File: config.mk
export PLATFORM = sky130hd
export DESIGN_NAME = i2s_clk_gen
export DESIGN_NICKNAME = d
export VERILOG_FILES = /design/src/rtl/i2s_clk_gen.sv
export SDC_FILE = /design/constraint.sdc
export NUM_CORES = 1
export LEC_CHECK = 0
export BUFFER_PORTS_ARGS = -buffer_cell sky130_fd_sc_hd__buf_2
export CAP_MARGIN = 25
export CORE_ASPECT_RATIO = 0.6
export CORE_UTILIZATION = 40
export DETAILED_ROUTE_END_ITERATION = 16
export PLACE_DENSITY = 0.68
export SLEW_MARGIN = 20
export SYNTH_ARGS = -nofsm -noshare
export SYNTH_HDL_FRONTEND = slang
export SYNTH_SLANG_ARGS = --single-unit
File: constraint.sdc
create_clock -name mck -period 10.28 [get_ports mck]
set_input_delay 2.056 -clock mck [delete_from_list [all_inputs] [get_ports mck]]
set_output_delay 2.056 -clock mck [all_outputs]
set_load 0.01 [all_outputs]
File: src/rtl/i2s_clk_gen.sv
`default_nettype none
// ============================================================================
// Module   : i2s_clk_gen
// Purpose  : I2S/TDM clock and framing generator. Derives SCKI, BCK and
//            LRCK/frame-sync from mck and emits bit/slot indices plus BCK
//            edge strobes for the serializer/deserializer. Runtime config
//            (BCK ratio, slot width, slot count, frame format) is taken via a
//            level req / pulse ack handshake and applied on a frame boundary.
// Ports    : mck, rst (async, active-high), en (sync run enable)
//            cfg_req/cfg_ack handshake, cfg_bck_div, cfg_slot_bits,
//            cfg_num_slots, cfg_mode (0=I2S, 1=LJ, 2=TDM LJ, 3=TDM I2S)
//            scki, bck, lrck, bit_idx, slot_idx, bck_fall, bck_rise,
//            frame_start
// Revision : 1.0 - initial release
// ============================================================================
module i2s_clk_gen #(
  parameter int SCKI_DIV      = 2,
  parameter int DIV_W         = 4,
  parameter int BIT_W         = 6,
  parameter int SLOT_W        = 4,
  parameter int DEF_BCK_DIV   = 1,
  parameter int DEF_SLOT_BITS = 31,
  parameter int DEF_NUM_SLOTS = 1,
  parameter int DEF_MODE      = 0
) (
  input  logic              mck,
  input  logic              rst,
  input  logic              en,
  input  logic              cfg_req,
  input  logic [DIV_W-1:0]  cfg_bck_div,
  input  logic [BIT_W-1:0]  cfg_slot_bits,
  input  logic [SLOT_W-1:0] cfg_num_slots,
  input  logic [1:0]        cfg_mode,
  output logic              cfg_ack,
  output logic              scki,
  output logic              bck,
  output logic              lrck,
  output logic [BIT_W-1:0]  bit_idx,
  output logic [SLOT_W-1:0] slot_idx,
  output logic              bck_fall,
  output logic              bck_rise,
  output logic              frame_start
);

  localparam int SC_HALF = SCKI_DIV / 2;
  // Keep the SCKI counter at least one bit wide even when it never counts.
  localparam int SC_W = (SC_HALF > 1) ? $clog2(SC_HALF) : 1;
  localparam logic [SC_W-1:0] C_SC_TERM = SC_W'(SC_HALF - 1);

  localparam logic [1:0] C_MODE_I2S     = 2'd0;
  localparam logic [1:0] C_MODE_LJ      = 2'd1;
  localparam logic [1:0] C_MODE_TDM_LJ  = 2'd2;

  // Active configuration
  logic [DIV_W-1:0]  r_bck_div_a;
  logic [BIT_W-1:0]  r_slot_bits_a;
  logic [SLOT_W-1:0] r_num_slots_a;
  logic [1:0]        r_mode_a;

  logic [SC_W-1:0]   r_scnt;
  logic [DIV_W-1:0]  r_dcnt;

  logic              w_bck_term;
  logic              w_fall;
  logic              w_rise;
  logic              w_bit_wrap;
  logic              w_slot_wrap;
  logic              w_frame;
  logic              w_apply;
  logic              w_lrck_nxt;
  logic              w_lrck_idle;
  logic [BIT_W-1:0]  w_bit_nxt;
  logic [SLOT_W-1:0] w_slot_nxt;
  logic [SLOT_W-1:0] w_slot_after;
  logic [SLOT_W:0]   w_half;

  always_comb begin
    w_bck_term  = (r_dcnt == r_bck_div_a);
    w_fall      = w_bck_term & bck;
    w_rise      = w_bck_term & ~bck;
    w_bit_wrap  = (bit_idx == r_slot_bits_a);
    w_slot_wrap = (slot_idx == r_num_slots_a);
    w_bit_nxt   = w_bit_wrap ? '0 : bit_idx + 1'b1;
    w_slot_nxt  = slot_idx;
    if (w_bit_wrap) begin
      w_slot_nxt = w_slot_wrap ? '0 : slot_idx + 1'b1;
    end
    // Slot that follows the one being entered; I2S switches lrck for it
    // one bit early.
    w_slot_after = (w_slot_nxt == r_num_slots_a) ? '0 : w_slot_nxt + 1'b1;
    w_frame      = w_fall & w_bit_wrap & w_slot_wrap;
    w_half       = ({1'b0, r_num_slots_a} + 1'b1) >> 1;
    // While idle, I2S lrck rests at the level it has for slot 0.
    w_lrck_idle  = (r_mode_a == C_MODE_I2S) && (w_half == '0);

    w_lrck_nxt = lrck;
    case (r_mode_a)
      C_MODE_I2S: begin
        if (w_bit_nxt == r_slot_bits_a) begin
          w_lrck_nxt = ({1'b0, w_slot_after} >= w_half);
        end
      end
      C_MODE_LJ: begin
        if (w_bit_wrap) begin
          w_lrck_nxt = ({1'b0, w_slot_nxt} >= w_half);
        end
      end
      C_MODE_TDM_LJ: begin
        w_lrck_nxt = (w_bit_nxt == '0) && (w_slot_nxt == '0);
      end
      default: begin
        w_lrck_nxt = (w_bit_nxt == r_slot_bits_a) && (w_slot_nxt == r_num_slots_a);
      end
    endcase

    // Stopped: apply immediately. Running: only on the frame boundary so
    // the frame in progress completes at the old rate.
    w_apply = cfg_req & (~en | w_frame);
  end

  always_ff @(posedge mck or posedge rst) begin
    if (rst) begin
      r_bck_div_a   <= DIV_W'(DEF_BCK_DIV);
      r_slot_bits_a <= BIT_W'(DEF_SLOT_BITS);
      r_num_slots_a <= SLOT_W'(DEF_NUM_SLOTS);
      r_mode_a      <= 2'(DEF_MODE);
      r_scnt        <= '0;
      r_dcnt        <= '0;
      cfg_ack       <= 1'b0;
      scki          <= 1'b0;
      bck           <= 1'b0;
      lrck          <= 1'b0;
      bit_idx       <= '0;
      slot_idx      <= '0;
      bck_fall      <= 1'b0;
      bck_rise      <= 1'b0;
      frame_start   <= 1'b0;
    end else begin
      cfg_ack <= w_apply;
      if (w_apply) begin
        r_bck_div_a   <= cfg_bck_div;
        r_slot_bits_a <= cfg_slot_bits;
        r_num_slots_a <= cfg_num_slots;
        r_mode_a      <= cfg_mode;
      end

      if (!en) begin
        r_scnt      <= '0;
        r_dcnt      <= '0;
        scki        <= 1'b0;
        bck         <= 1'b0;
        lrck        <= w_lrck_idle;
        bit_idx     <= '0;
        slot_idx    <= '0;
        bck_fall    <= 1'b0;
        bck_rise    <= 1'b0;
        frame_start <= 1'b0;
      end else begin
        if (r_scnt == C_SC_TERM) begin
          r_scnt <= '0;
          scki   <= ~scki;
        end else begin
          r_scnt <= r_scnt + 1'b1;
        end

        if (w_bck_term) begin
          r_dcnt <= '0;
          bck    <= ~bck;
        end else begin
          r_dcnt <= r_dcnt + 1'b1;
        end

        bck_fall    <= w_fall;
        bck_rise    <= w_rise;
        frame_start <= w_frame;

        if (w_fall) begin
          bit_idx  <= w_bit_nxt;
          slot_idx <= w_slot_nxt;
          lrck     <= w_lrck_nxt;
        end
      end
    end
  end

endmodule
`default_nettype wire

==> results.cfg <==
[yosys]
ys_seq_area_frac = 0.376
synth_top_cells_by_area = dfrtp_1, dfstp_2, mux2_2
synth_commonest_cells = dfrtp_1, nand2_1, xnor2_1
synth_edf_count = 0
yosys.area.top_type_share = 0.302
synth_nets = 292
yosysMostFrequentCell = dfrtp_1
synth_top_cell_by_area = dfrtp_1
yosys_most_used_dff = dfrtp_1
async_flop_share = 1.00
synth_cell_types = 58
synth.avg_cell_area_sq_um = 9.55
syn_area_sq_um = 2480
synthCells = 260
ys_ff_latch = 37
yosys_warnings = 0

[sta]
finalCritPeriodShare = 0.364
rsz0062_at_grt = no
relSlewSlack = 0.562
tightest_slew_ns = 0.656
fin_skew_ns = 0.00946
slew_violations = 0
setup_viol = 0
tns_ns = 0
fmax_ghz = 0.267
hold_violations = 0
worst_slack_ns = 6.54
period_minus_slack_ns = 3.74

[hold_path]
hp-start = scki
hold_class = flip-flop to flip-flop
whs_path_depth = 1
min_to = scki

[floorplanning]
dieArea_sq_um = 6540
chipWidth_um = 104
start_util = 0.430
num_rows = 21
core_sq_um = 5780
io_pins = 37
fp.dieH_um = 63.0

[clocking]
cts_tree = done
cts_resized = 0
cts-root-buf = clkbuf_8
cts_buffer_depth = 2
cts.sinks = 37
clk_latency_ns = 0.29
ctsHoldBuffers = 0
clk_pin_slew_ns = 0.07
numCtsBuffers = 5
post-cts-setup-buffers = 0
htreeDepth = 2

[critical_path]
rr_worst_depth = 15
path_buf_inv = 0
startpoint_type = flip-flop
cpLargestDelayFamily = simple AND/OR/NAND/NOR gates
crit_start = r_num_slots_a[0]
worst_ep_required_time_ns = 10.45
crit_type = flip-flop to flip-flop
cp_cell_sequence = xnor2_1 -> and4_1 -> or4b_4 -> and2_2 -> xor2_1 -> nand3_1 -> nand2_1 -> ha_1 -> nand2b_1 -> a21oi_1 -> nor2b_1 -> o21ai_0 -> a221oi_1 -> o311ai_1 -> o211ai_2
reg2reg_slack_ns = 6.54
max_stage_delay_ns = 0.64
regToRegEndpoint = lrck
end_kind = flip-flop
cp_slowest_cell = dfstp_2
r2r-start = r_num_slots_a[0]
arrival_ns = 3.91
path_max_fanout = 7

[detailed_routing]
drc = 0
detail_route.wl_per_cell_um = 15.7
finalWirelength_mm = 5.85
vias = 2023
drt_iter0_drc = 165
drtAntennaViolNets = 0
vias_per_cell = 5.42
first_pass_iters = 5

[global_route]
grt_pass1_wl_mm = 9.73
grt_pass1_vias = 1889
grt_usage = 0.192
grt_max_degree = 38
grt_overflow = 0
antenna_found_initial = 0

[pwr]
net-switching-power_mw = 0.139
swShare = 0.319
power_frac_seq = 0.451
leakagePower_nw = 1.26
powerDensity_nw_per_um2 = 155
vdd_drop_max_mv = 0.0974
p_int_mw = 0.297
pwr-share-clk = 0.286
comb_power_share = 0.263

[placement]
hpwl_mm = 4.51
dpl_cell_area_sq_um = 2700
dp_slack_ns = 6.54
gp_congestion = 0.897
post-place-cells = 365
io_buffer_count = 36

[final_layout]
drive_gt1_frac = 0.280
diodes = 0
fin_area_sq_um = 2810
nets = 324
final_cells = 373
layout-area-overhead-vs-synth_pct = 13.0
fin_util = 0.486

[job]
cap_viol_max_count = 0

[status]
status = complete, no violations
[layout make-up]
cell class	count	area, sq um
Fill cell	565	2970
Multi-Input combinational cell	195	1410
Timing Repair Buffer	37	188
Clock inverter	2	38.8
Sequential cell	37	935
Tap cell	80	100
Inverter	16	60.1
Clock buffer	6	72.6
[state kept, by name (all words and copies together), names as in the netlist]
| signal | cells |
|---|---|
| bck_fall | 1 |
| r_slot_bits_a | 6 |
| slot_idx | 4 |
| frame_start | 1 |
| scki | 1 |
| r_dcnt | 4 |
| bck | 1 |
| r_num_slots_a | 4 |
| cfg_ack | 1 |
| bck_rise | 1 |
| lrck | 1 |
| r_mode_a | 2 |
| r_bck_div_a | 4 |
| bit_idx | 6 |
[power groups by stage]
stage	registers, mW	logic, mW	clock network, mW
after floorplan	0.190	0.0925	0
after global placement	0.198	0.112	0
after detailed placement	0.199	0.114	0
after CTS	0.196	0.115	0.129
after global routing	0.200	0.131	0.136
final	0.197	0.115	0.125
[through the flow]
stage	hold WS [ns]	power (mW)
after global routing	0.470	0.466
after floorplan	0.461	0.283
final	0.432	0.436
after CTS	0.435	0.440
after detailed placement	0.416	0.313
after global placement	0.421	0.309
[worst max-delay path by stage]
stage,slack (ns),endpoint,cells after the start
6_report,6.54,lrck,15
5_1_grt,6.05,lrck,15
4_1_cts,6.59,lrck,15
3_5_place_dp,6.54,r_bck_div_a[3],5
3_3_place_gp,6.59,r_slot_bits_a[5],5
2_1_floorplan,6.84,lrck,17
[per-layer routing]
metal / global-route usage / vias to the layer above / wire [um]
met3: 0.0594 / 13 / 466
met5: 0 / - / 0
met1: 0.300 / 929 / 3240
met2: 0.242 / 83 / 2090
li1: - / 998 / -
met4: 0.0536 / 0 / 57
[cells in the final DEF (no fill, tap or decap), drive strengths merged, types with 2 or more instances in the layout]
| cell type | instances |
|---|---|
| a211o | 2 |
| a21oi | 10 |
| a31oi | 6 |
| a41oi | 2 |
| and2 | 3 |
| and3 | 2 |
| and4 | 2 |
| buf | 37 |
| clkbuf | 6 |
| dfrtp | 30 |
| dfstp | 7 |
| ha | 12 |
| inv | 16 |
| mux2 | 16 |
| nand2 | 21 |
| nand2b | 6 |
| nand3 | 8 |
| nand4 | 4 |
| nor2 | 17 |
| nor3 | 6 |
| nor4 | 4 |
| o21ai | 14 |
| o221a | 2 |
| o22ai | 2 |
| or2 | 3 |
| or3 | 2 |
| xnor2 | 20 |
| xor2 | 9 |
[cells by family after synthesis]
kind of cell	count (synthesis)	share of synthesized area
compound gates	53	0.149
simple gates	85	0.185
buf+inv	28	0.0544
mux	16	0.0725
fa+ha+maj	12	0.0605
xor+xnor	29	0.102
flops	37	0.376
[worst reg2reg max path: stages (launching register included)]
cell and delay [ns]:
dfstp_2 0.64, xnor2_1 0.13, and4_1 0.28, or4b_4 0.57, and2_2 0.26, xor2_1 0.23
nand3_1 0.14, nand2_1 0.12, ha_1 0.22, nand2b_1 0.15, a21oi_1 0.16, nor2b_1 0.06
o21ai_0 0.14, a221oi_1 0.09, o311ai_1 0.33, o211ai_2 0.10
(Power assumes the default switching activity.)
